**src/rtl/d8_wb_regfile_pkg.sv**
```systemverilog
// d8_wb_regfile_pkg: shared dumb8 defaults, register index and opcode constants
package d8_wb_regfile_pkg;
    localparam int D8_WIDTH = 8;
    localparam int D8_NREGS = 8;
    localparam logic [2:0] D8_R0 = 3'd0;
    localparam logic [2:0] D8_R1 = 3'd1;
    localparam logic [2:0] D8_R2 = 3'd2;
    localparam logic [2:0] D8_R3 = 3'd3;
    localparam logic [2:0] D8_R4 = 3'd4;
    localparam logic [2:0] D8_R5 = 3'd5;
    localparam logic [2:0] D8_R6 = 3'd6;
    localparam logic [2:0] D8_R7 = 3'd7;
    typedef enum logic [3:0] {
        OP_NOP = 4'h0,
        OP_ADD = 4'h1,
        OP_SUB = 4'h2,
        OP_AND = 4'h3,
        OP_OR  = 4'h4,
        OP_XOR = 4'h5,
        OP_LDI = 4'h6,
        OP_MOV = 4'h7,
        OP_CMP = 4'h8,
        OP_JMP = 4'h9
    } d8_op_e;
endpackage

```
**src/rtl/d8_wb_regfile_if.sv**
```systemverilog
// d8_wb_regfile_if: execute-to-writeback result handshake (valid/ready plus decoded write)
interface d8_wb_regfile_if
    import d8_wb_regfile_pkg::*;
#(
    parameter int WIDTH = D8_WIDTH,
    parameter int NREGS = D8_NREGS
);
    localparam int AW = $clog2(NREGS);
    logic             valid;
    logic             ready;
    logic             we;
    logic [AW-1:0]    rd;
    logic [WIDTH-1:0] data;
    modport master (output valid, we, rd, data, input ready);
    modport slave (input valid, we, rd, data, output ready);
endinterface

```
**src/rtl/d8_regfile_mem.sv**
```systemverilog
// d8_regfile_mem: register storage, two async reads, one sync write; D8_R0_ZERO_EN hardwires r0 to 0
module d8_regfile_mem #(
    parameter int WIDTH = 8,
    parameter int NREGS = 8,
    localparam int AW = $clog2(NREGS)
) (
    input  logic             sys_clk,
    input  logic             sys_rst,
    input  logic             we,
    input  logic [AW-1:0]    wa,
    input  logic [WIDTH-1:0] wd,
    input  logic [AW-1:0]    ra_addr,
    output logic [WIDTH-1:0] ra_data,
    input  logic [AW-1:0]    rb_addr,
    output logic [WIDTH-1:0] rb_data
);
`ifdef D8_R0_ZERO_EN
    localparam bit R0Z = 1'b1;
`else
    localparam bit R0Z = 1'b0;
`endif
    localparam logic [AW:0] NR = (AW+1)'(NREGS);
    logic [WIDTH-1:0] regs [NREGS];
    function automatic logic usable(input logic [AW-1:0] a);
        return ({1'b0, a} < NR) && !(R0Z && a == '0);
    endfunction
    // clear on reset, otherwise write only legal indices
    always_ff @(posedge sys_clk) begin
        if (sys_rst) begin
            for (int i = 0; i < NREGS; i++) regs[i] <= '0;
        end else if (we && usable(wa)) begin
            regs[wa] <= wd;
        end
    end
    // illegal or hardwired indices read as zero
    always_comb begin
        ra_data = usable(ra_addr) ? regs[ra_addr] : '0;
        rb_data = usable(rb_addr) ? regs[rb_addr] : '0;
    end
endmodule

```
**src/rtl/d8_wb_regfile.sv**
```systemverilog
// d8_wb_regfile: write-back stage register, commit handshake, read forwarding, retire counter (D8_R0_ZERO_EN optional)
module d8_wb_regfile
    import d8_wb_regfile_pkg::*;
#(
    parameter int WIDTH = D8_WIDTH,
    parameter int NREGS = D8_NREGS,
    localparam int AW = $clog2(NREGS)
) (
    input  logic             sys_clk,
    input  logic             sys_rst,
    d8_wb_regfile_if.slave   ex,
    input  logic             wb_hold,
    input  logic [AW-1:0]    ra_addr,
    output logic [WIDTH-1:0] ra_data,
    input  logic [AW-1:0]    rb_addr,
    output logic [WIDTH-1:0] rb_data,
    output logic [15:0]      wb_retired
);
`ifdef D8_R0_ZERO_EN
    localparam bit R0Z = 1'b1;
`else
    localparam bit R0Z = 1'b0;
`endif
    localparam logic [AW:0] NR = (AW+1)'(NREGS);
    logic             wb_valid_q;
    logic             wb_we_q;
    logic [AW-1:0]    wb_rd_q;
    logic [WIDTH-1:0] wb_data_q;
    logic [WIDTH-1:0] mem_a;
    logic [WIDTH-1:0] mem_b;
    logic             commit;
    logic             accept;
    assign ex.ready = !(wb_valid_q && wb_hold);
    assign commit   = wb_valid_q && !wb_hold;
    assign accept   = ex.valid && ex.ready;
    function automatic logic fwd(input logic [AW-1:0] a);
        return wb_valid_q && wb_we_q && a == wb_rd_q && {1'b0, a} < NR && !(R0Z && a == '0);
    endfunction
    d8_regfile_mem #(.WIDTH(WIDTH), .NREGS(NREGS)) u_mem (
        .sys_clk (sys_clk),
        .sys_rst (sys_rst),
        .we      (commit && wb_we_q),
        .wa      (wb_rd_q),
        .wd      (wb_data_q),
        .ra_addr (ra_addr),
        .ra_data (mem_a),
        .rb_addr (rb_addr),
        .rb_data (mem_b)
    );
    // stage register: a new entry replaces a committing one; a lone commit empties the stage
    always_ff @(posedge sys_clk) begin
        if (sys_rst) begin
            wb_valid_q <= 1'b0;
            wb_we_q    <= 1'b0;
            wb_rd_q    <= '0;
            wb_data_q  <= '0;
            wb_retired <= '0;
        end else begin
            if (accept) begin
                wb_valid_q <= 1'b1;
                wb_we_q    <= ex.we;
                wb_rd_q    <= ex.rd;
                wb_data_q  <= ex.data;
            end else if (commit) begin
                wb_valid_q <= 1'b0;
            end
            if (commit) wb_retired <= wb_retired + 16'd1;
        end
    end
    // pending write wins over the array, even while held
    always_comb begin
        ra_data = fwd(ra_addr) ? wb_data_q : mem_a;
        rb_data = fwd(rb_addr) ? wb_data_q : mem_b;
    end
endmodule
```
**src/flat_wrapper.sv**
```systemverilog
// flat-port wrapper written by rule: the top's interface ports become plain ports
module d8_wb_regfile_flat import d8_wb_regfile_pkg::*;
#(
    parameter int WIDTH = D8_WIDTH,
    parameter int NREGS = D8_NREGS,
    localparam int AW = $clog2(NREGS)
)
  (sys_clk, sys_rst, wb_hold, ra_addr, ra_data, rb_addr, rb_data, wb_retired, ex_valid, ex_we, ex_rd, ex_data, ex_ready);
  d8_wb_regfile_if #(.WIDTH(WIDTH), .NREGS(NREGS)) ex_i ();
  input  logic sys_clk;
  input  logic sys_rst;
  input  logic wb_hold;
  input  logic [AW-1:0] ra_addr;
  output logic [WIDTH-1:0] ra_data;
  input  logic [AW-1:0] rb_addr;
  output logic [WIDTH-1:0] rb_data;
  output logic [15:0] wb_retired;
  input wire logic [$bits(ex_i.valid)-1:0] ex_valid;
  input wire logic [$bits(ex_i.we)-1:0] ex_we;
  input wire logic [$bits(ex_i.rd)-1:0] ex_rd;
  input wire logic [$bits(ex_i.data)-1:0] ex_data;
  output wire logic [$bits(ex_i.ready)-1:0] ex_ready;
  assign ex_i.valid = ex_valid;
  assign ex_i.we = ex_we;
  assign ex_i.rd = ex_rd;
  assign ex_i.data = ex_data;
  assign ex_ready = ex_i.ready;
  d8_wb_regfile #(.WIDTH(WIDTH), .NREGS(NREGS)) u_core (.sys_clk(sys_clk), .sys_rst(sys_rst), .ex(ex_i), .wb_hold(wb_hold), .ra_addr(ra_addr), .ra_data(ra_data), .rb_addr(rb_addr), .rb_data(rb_data), .wb_retired(wb_retired));
endmodule
```
**config.mk**
```make
export PLATFORM = sky130hd
export DESIGN_NAME = d8_wb_regfile_flat
export DESIGN_NICKNAME = d
export VERILOG_FILES = /design/src/rtl/d8_wb_regfile_pkg.sv /design/src/rtl/d8_wb_regfile_if.sv /design/src/rtl/d8_regfile_mem.sv /design/src/rtl/d8_wb_regfile.sv /design/src/flat_wrapper.sv
export SDC_FILE = /design/constraint.sdc
export NUM_CORES = 1
export LEC_CHECK = 0
export CORE_MARGIN = 2
export CORE_UTILIZATION = 42
export DETAILED_ROUTE_END_ITERATION = 8
export PLACE_DENSITY = 0.63
export SLEW_MARGIN = 15
export SYNTH_ARGS = -nofsm -noshare
export SYNTH_HDL_FRONTEND = slang
export SYNTH_SLANG_ARGS = --single-unit
```
**constraint.sdc**
```tcl
create_clock -name sys_clk -period 2.9 [get_ports sys_clk]
set_input_delay 0.58 -clock sys_clk [delete_from_list [all_inputs] [get_ports sys_clk]]
set_output_delay 0.58 -clock sys_clk [all_outputs]
set_load 0.02 [all_outputs]
```
==> impl_metrics.ini <==
[synthesis]
synth_compound_area_share_pct = 2.035
yosys_most_used_dff = edfxtp_1
synth_top_cell_by_area = edfxtp_1
synth_warnings = 0
synth_area_leaders = edfxtp_1 (39%), mux4_2 (15%), dfxtp_1 (12%), and2_1 (8.3%), mux2_2 (7.3%)
yosys.cell_types.count = 37
synth_xor_area_share_pct = 3.026
ys_seq_area_share_pct = 50.86
synth-edff-count = 64
syn-instance-count = 381
syn_area_sq_um = 4920
synth_fa_ha_area_share_pct = 0.2543
avgSynthCellArea_sq_um = 12.91
ys_ff_latch = 93
synth_mux_area_share_pct = 22.18
synth_top_family_by_area = multiplexers
synthDominantCellAreaShare_pct = 39.06
yosys.area_share.simple_pct = 19.15
async_reset_ff_share_pct = 0
syn_nets = 404

[sta]
slew_headroom_pct = 59.98
fin_ws_ns = 0.05598
setup_violations = 0
worstMarginPinSlew_ns = 0.6002
hold_viol_final = 0
finalCritPeriodShare_pct = 98.07
holdWs_ns = 0.4632
period_needed_ns = 2.844
rsz0062_at_grt = false
skew_ns = 0.007854
max_freq_mhz = 351.6
slew_viol_final = 0

[drt]
avgViaCountPerCell = 5.399
totalWireLength_um = 12410
routedWlPerCell_um = 20.83
drc_errors = 0
vias = 3218
first_iter_violations = 150
firstDrtPassIters = 4
antenna_left = 0

[setup_path]
worstPathArrival_ns = 2.26
worstSetupStartpointType = primary input
crit_chain = buf_2, buf_12, mux4_2, mux2_2, mux2_2, clkdlybuf4s15_2
max_stage_delay_ns = 0.54
cp_common_cell = mux2_2
crit_fanout = 9
critPathSlowestCell = mux4_2
required_ns = 2.32
endpoint_kind = output port
path_class = primary input to output port

[clock_network]
clock_latency_ns = 0.36
root_buffer = clkbuf_16
cts.sinks = 93
cts_buffers = 9
htree_levels = 3
cts_tree = built
clockBufferDepth = 2
clk_pin_slew_worst_paths_ns = 0.06
hold_buffers = 0
post_cts_buffers = 0

[place]
dp.cells = 576
place_hpwl_um = 8561
gp_congestion = 0.7468
place_worst_setup_slack_ns = -0.6226
portBuffers = 54

[final_layout]
final_nets = 471
drive_gt1_share_pct = 32.01
fill_cells = 1012
final_common_cell = and2_1
area_growth_pct = 23.25
layout.cells.non_filler = 596
layout_common_cells = and2_1 (65), edfxtp_1 (64), nand2_1 (35)
antenna_cells = 0

[global_routing]
grt_pass1_wl_um = 19010
grt_max_degree = 38
grt_usage_pct = 20.77
grt-ovfl-total = 0
antenna_found_initial = 0
grt_pass1_vias = 3394

[floorplanning]
ioPinCount = 55
die_w_um = 112.2
dieArea_sq_um = 12600
die_y_um = 112.2
start_util_pct = 43.09
rows = 39
fp.coreArea_sq_um = 11420

[power]
pwr_density_cell_nw_per_um2 = 509.8
ir_worst_vdd_mv = 0.2905
leakage_uw = 0.002240

[job]
maxCapViolCount = 0

[run_status]
status = completed

[min_path]
hold_path_class = flip-flop to flip-flop
[layer usage]
metal  GRT usage [%]  wire length, um
met4           9.593              323
met2           35.46             6277
met5               0                0
met3           3.834              574
met1           25.72             5237
[kinds of logic (layout without fill, tap and decap cells)]
group / after synthesis / in the layout
multiplexers: 65 / 65
XOR/XNOR: 17 / 17
adder cells (fa/ha/maj): 1 / 1
AND/OR/NAND/NOR: 157 / 157
buffers and inverters: 28 / 100
flip-flops: 93 / 93
AO/OA/AOI/OAI: 20 / 20
[Yosys cell counts (2+ instances only)]
cell type and count:
or3_1 3, nand2b_1 3, buf_1 2, o21ai_0 3, edfxtp_1 64, nand4_1 3, nor3_1 4, buf_6 2
nor2_2 6, clkbuf_1 20, mux2_2 32, mux4_2 32, dfxtp_1 29, xnor2_1 8, or4_4 2, nor2_1 13
nand3_1 2, and2_1 65, nor4_1 3, xor2_1 9, a21oi_1 17, buf_2 2, or2_1 4, nor4_4 2
nand2_1 35, or2_2 4, inv_1 2
[stage by stage]
step | util (%) | power, uW | instance area, sq um | setup TNS (ns)
after detailed placement | 50.18 | 1905 | 5729 | -9.635
after global placement | 50.18 | 1899 | 5729 | -9.531
after floorplan | - | 1744 | 4920 | 0
final | 53.10 | 3091 | 6063 | 0
after CTS | 53.47 | 3127 | 6106 | 0
after global routing | 53.10 | 3187 | 6063 | 0
[state kept, by name, indices dropped and copies added (netlist names)]
signal,count
u_core.wb_we_q,1
u_core.u_mem.regs,64
u_core.wb_retired,16
u_core.wb_rd_q,3
u_core.wb_data_q,8
u_core.wb_valid_q,1
[cell type report]
class / count / area (sq um) / share of cell area [%]
sequential: 93 / 2502 / 41.27
multi-input combinational: 260 / 2295 / 37.85
timing repair buffer: 82 / 765.7 / 12.63
clock buffer: 12 / 289.0 / 4.767
tap: 143 / 178.9 / 2.951
clock inverter: 4 / 25.02 / 0.4127
inverter: 2 / 7.507 / 0.1238
[repair_timing]
item | CTS | global route
gates resized for setup | 75 | 7
endpoints found under the setup margin | 16 | 12
cloned | 4 | 0
pin swaps | 1 | 2
[path summary, 6_finish.rpt]
kind | start | to | slack [ns] | cells after the start
worst min register to register | u_core.wb_we_q | u_core.wb_we_q | 0.46 | 2
worst max-delay path | ra_addr[0] | ra_data[5] | 0.06 | 6
worst min-delay path | u_core.wb_we_q | u_core.wb_we_q | 0.46 | 2
worst max register to register | u_core.wb_we_q | u_core.u_mem.regs[1][1] | 0.90 | 4
[worst max-delay path: cells and delay by family]
family,cells,cell delay [ns]
buf+inv,3,0.61
mux,3,1.08
[report_power, final]
| part | internal, uW | switching, uW |
|---|---|---|
| Clock | 708 | 517 |
| Sequential | 1460 | 44.2 |
| Combinational | 184 | 180 |
No activity file was read; power rests on OpenSTA's default activity.
